[src/rtl/alu_cmd_sequencer.sv]
// Command-side initiator for the registered four-unit ALU: collects an
// (opcode, A, B) frame, waits for the addressed unit's flag, returns the result.
module alu_cmd_sequencer #(
  parameter int width   = 8,
  parameter int TIMEOUT = 4
) (
  input  logic               CLK,
  input  logic               RST,
  input  logic [width-1:0]   Cmd_Data,
  input  logic               Cmd_Valid,
  output logic               Cmd_Ready,
  output logic [width-1:0]   ALU_A,
  output logic [width-1:0]   ALU_B,
  output logic [3:0]         ALU_FUN,
  input  logic [2*width-1:0] Arith_Out,
  input  logic               Arith_Flag,
  input  logic [width-1:0]   Logic_Out,
  input  logic               Logic_Flag,
  input  logic [width-1:0]   CMP_Out,
  input  logic               CMP_Flag,
  input  logic [width-1:0]   SHIFT_Out,
  input  logic               SHIFT_Flag,
  output logic [width-1:0]   Res_Data,
  output logic               Res_Valid,
  input  logic               Res_Ready,
  output logic               Res_Err
);

  localparam logic [2:0] IDLE    = 3'd0;
  localparam logic [2:0] GET_A   = 3'd1;
  localparam logic [2:0] GET_B   = 3'd2;
  localparam logic [2:0] ISSUE   = 3'd3;
  localparam logic [2:0] WAIT    = 3'd4;
  localparam logic [2:0] SEND_LO = 3'd5;
  localparam logic [2:0] SEND_HI = 3'd6;

  localparam logic [3:0] TMO_LAST = 4'(TIMEOUT - 1);

  logic [2:0]         state;
  logic [2*width-1:0] result;
  logic [3:0]         tmo_cnt;
  logic               cmd_fire;
  logic               res_fire;
  logic               sel_flag;
  logic [2*width-1:0] sel_out;

  assign Cmd_Ready = (state == IDLE) || (state == GET_A) || (state == GET_B);
  assign Res_Valid = (state == SEND_LO) || (state == SEND_HI);
  assign cmd_fire  = Cmd_Valid && Cmd_Ready;
  assign res_fire  = Res_Valid && Res_Ready;

  // Only the unit addressed by ALU_FUN[3:2] is looked at; other flags are ignored.
  always_comb begin
    // NOTE: every output of this block gets a default first so no path leaves it unassigned (no latch).
    sel_flag = 1'b0;
    sel_out  = '0;
    case (ALU_FUN[3:2])
      2'b00: begin sel_flag = Arith_Flag; sel_out = Arith_Out;                  end
      2'b01: begin sel_flag = Logic_Flag; sel_out = {{width{1'b0}}, Logic_Out}; end
      2'b10: begin sel_flag = CMP_Flag;   sel_out = {{width{1'b0}}, CMP_Out};   end
      default: begin sel_flag = SHIFT_Flag; sel_out = {{width{1'b0}}, SHIFT_Out}; end
    endcase
  end

  always_comb begin
    Res_Data = '0;
    if (state == SEND_LO)      Res_Data = result[width-1:0];
    else if (state == SEND_HI) Res_Data = result[2*width-1:width];
  end

  always_ff @(posedge CLK or posedge RST) begin
    if (RST) begin
      state   <= IDLE;
      ALU_A   <= '0;
      ALU_B   <= '0;
      ALU_FUN <= '0;
      result  <= '0;
      tmo_cnt <= '0;
      Res_Err <= 1'b0;
    end else begin
      // NOTE: state registers use non-blocking assignments so every branch sees pre-edge values.
      case (state)
        IDLE: if (cmd_fire) begin
          ALU_FUN <= Cmd_Data[3:0];
          state   <= GET_A;
        end
        GET_A: if (cmd_fire) begin
          ALU_A <= Cmd_Data;
          state <= GET_B;
        end
        GET_B: if (cmd_fire) begin
          ALU_B <= Cmd_Data;
          state <= ISSUE;
        end
        ISSUE: begin
          tmo_cnt <= '0;
          state   <= WAIT;
        end
        WAIT: begin
          if (sel_flag) begin
            result  <= sel_out;
            Res_Err <= 1'b0;
            state   <= SEND_LO;
          end else if (tmo_cnt == TMO_LAST) begin
            result  <= '1;
            Res_Err <= 1'b1;
            state   <= SEND_LO;
          end else begin
            tmo_cnt <= tmo_cnt + 4'd1;
          end
        end
        SEND_LO: if (res_fire) state <= SEND_HI;
        SEND_HI: if (res_fire) begin
          Res_Err <= 1'b0;
          state   <= IDLE;
        end
        default: state <= IDLE;
      endcase
    end
  end

endmodule

[config.mk]
export PLATFORM = sky130hd
export DESIGN_NAME = alu_cmd_sequencer
export DESIGN_NICKNAME = d
export VERILOG_FILES = /design/src/rtl/alu_cmd_sequencer.sv
export SDC_FILE = /design/constraint.sdc
export NUM_CORES = 1
export LEC_CHECK = 0
export CAP_MARGIN = 10
export CORE_AREA = 2 2 75 77
export DETAILED_ROUTE_END_ITERATION = 16
export DIE_AREA = 0 0 77 79
export GPL_ROUTABILITY_DRIVEN = 0
export GPL_TIMING_DRIVEN = 1
export HOLD_SLACK_MARGIN = 0.05
export PLACE_DENSITY = 0.77
export SKIP_CTS_REPAIR_TIMING = 1
export SYNTH_ARGS = -nofsm -noshare
export SYNTH_HDL_FRONTEND = slang
export SYNTH_SLANG_ARGS = --single-unit
[constraint.sdc]
create_clock -name CLK -period 2.55 [get_ports CLK]
set_clock_uncertainty 0.1 [all_clocks]
set_input_delay 0.51 -clock CLK [delete_from_list [all_inputs] [get_ports CLK]]
set_output_delay 0.51 -clock CLK [all_outputs]
set_load 0.005 [all_outputs]
==> run summary <==
Worst-path clk slew -> 0.08 ns
Critical path, cell by cell -> buf_4 > nor2b_4 > buf_4 > a22oi_1 > nor2b_1 > clkdlybuf4s50_1
Critical-path top delay cell -> clkdlybuf4s50_1
Vias in the first global route -> 1812
Fraction of layout cells with a size suffix above 1 -> 0.206
Critical path buffer and inverter count -> 3
Syn Area/Cell -> 12.5 sq um
Largest net degree at the start of global routing -> 27
Drc violations -> 0
DR vias -> 1808
Ant diodes -> 0
Seq/Total Area, Yosys -> 0.502
Final wirelength -> 5410 um
Global route overflow -> 0
Initial core utilization -> 0.411
Syn Inst Count -> 176
Die height -> 79 um
CP required -> 1.94 ns
TritonCTS Sinks -> 44
Area delta synth->final -> 51.9%
Worst path top cell family by delay -> buffers and inverters
GRT Total Usage -> 0.185
PortBufs -> 86
Clock Path Buffers -> 2
Std-Cell Rows -> 27
Tmin final -> 2.46 ns
Crit-path max FO -> 11
Worst slack, placed -> 0.127 ns
CTS buffer count -> 5
Final Max Tran Viols -> 0
CTS H-tree depth -> 2
HP Class -> reg2reg
Critical Path Sink Type -> output pin
Max_slew headroom -> 0.516
Final hold vios -> 0
Final worst setup slack -> 0.0901 ns
Most used cell along the critical path -> buf_4
Setup CP Type -> reg2out
# fillers -> 448
Critical path data arrival time -> 1.85 ns
1st-pass router iterations -> 4
Commonest non-fill, non-tap cell in the layout -> clkdlybuf4s50_1
Final Power -> 3580 uW
Worst skew pair latency -> 0.29 ns
Syn Nets -> 233
Max cap viols -> 0
Yosys warns -> 0
Detailed placer's ending HPWL -> 4160 um
Ports -> 87
Number of nets in the layout -> 329
CORE AREA -> 0.00534 sq mm
Synth cell types -> 38
CP startpoint kind -> register
Leakage Power -> 0.00135 uW
Final setup fails -> 0
Final period utilization -> 0.965
Worst vdd ir -> 0.583 mV
CTS Root Cell -> clkbuf_8
Setup TNS -> 0 ns
Vias/cell -> 5.26
P per Cell Area -> 1070 mW/mm^2
Syn Std Cell Area -> 0.00219 sq mm
Fmax -> 407 MHz
Worst slew pin tran -> 0.722 ns
Slowest cell delay on critical path -> 0.53 ns
Post-DR wirelength/cell -> 15.7 um
First-pass GRT wire length -> 8850 um
Post-synth ARST share -> 1.00
Post-route ant nets -> 0
Status -> complete, no violations
Core Util, Final -> 0.624
Initial antenna violation count -> 0
Seq cells post-synth -> 44
Main synth FF type -> dfrtp_1
Most frequent cells in the layout -> clkdlybuf4s50_1, dfrtp_1, mux2_2
Die span in x -> 77 um
Post-synth EDFFs -> 0
DRT iter0 DRCs -> 114
CTS tree -> done
DIE AREA -> 0.00608 sq mm
## power breakdown
part / switching (uW) / internal [uW] / leakage, uW / total (uW)
combinational: 687 / 1170 / 0.000785 / 1860
sequential: 258 / 1050 / 0.000521 / 1310
clock: 226 / 185 / 0.0000400 / 412
## through the flow
stage               hold slack [ns]  cell area (sq um)  instances
floorplan                     0.382               2190        176
global placement              0.388               3210        335
detailed placement            0.395               3210        335
CTS                           0.414               3290        342
global route                  0.432               3330        344
finish                        0.412               3330        344
## registers in the layout, indices dropped and copies added, names as in the netlist
signal	flops
ALU_B	8
tmo_cnt	4
ALU_FUN	4
ALU_A	8
state	3
Res_Err	1
result	16
## Yosys cell counts (3+ instances only)
master	count	area, sq um
dfrtp_1	44	1100
nand2b_1	3	18.8
mux4_2	9	203
a2bb2oi_1	8	70.1
o22a_1	8	70.1
clkbuf_1	8	30.0
mux2_2	20	225
o211ai_1	3	22.5
nor2b_1	11	68.8
nand3_1	4	20.0
a22oi_1	8	60.1
inv_1	3	11.3
nand2_1	15	56.3
## final cells by class
cell class              instances  area, sq um  area share
multi-input cells             116         1030       0.310
clock inverters                 2         12.5     0.00376
clock buffers                   5         68.8      0.0207
inverters                       3         11.3     0.00338
well taps                      72         90.1      0.0270
repair buffers                102         1010       0.305
flip-flops and latches         44         1100       0.330
## per-layer routing
layer  vias to the layer above  track usage  part of all wire
li1                        849            -                 -
met1                       902        0.253              0.44
met2                        55        0.292              0.50
met3                         2       0.0477             0.059
met4                         0       0.0589            0.0050
met5                         -            0                 0
## cell families (layout without fill, tap and decap cells)
logic type               Yosys count  count (layout)  share of synthesized area
flip-flops                        44              44                      0.502
AND/OR/NAND/NOR                   45              45                      0.114
AO/OA/AOI/OAI                     40              40                      0.145
multiplexers                      30              30                      0.200
adder cells (fa/ha/maj)            1               1                    0.00570
buffers and inverters             16             112                     0.0337
## path summary, 6_finish.rpt
path / startpoint / to / slack (ns) / depth (start not counted)
worst min register to register: ALU_A[4] / ALU_A[4] / 0.41 / 1
max in group asynchronous: RST / result[5] / 1.38 / 3
min in group asynchronous: RST / ALU_A[5] / 0.45 / 2
worst max register to register: state[2] / tmo_cnt[3] / 0.55 / 3
worst max-delay path: state[0] / Res_Data[0] / 0.09 / 6
worst min-delay path: ALU_A[4] / ALU_A[4] / 0.41 / 1
## worst reg2reg max path, stage by stage, from the launching register on
cell and delay, ns:
dfrtp_1 0.63, or3b_1 0.50, or4_1 0.53, a21boi_1 0.16
(Power assumes the default switching activity.)
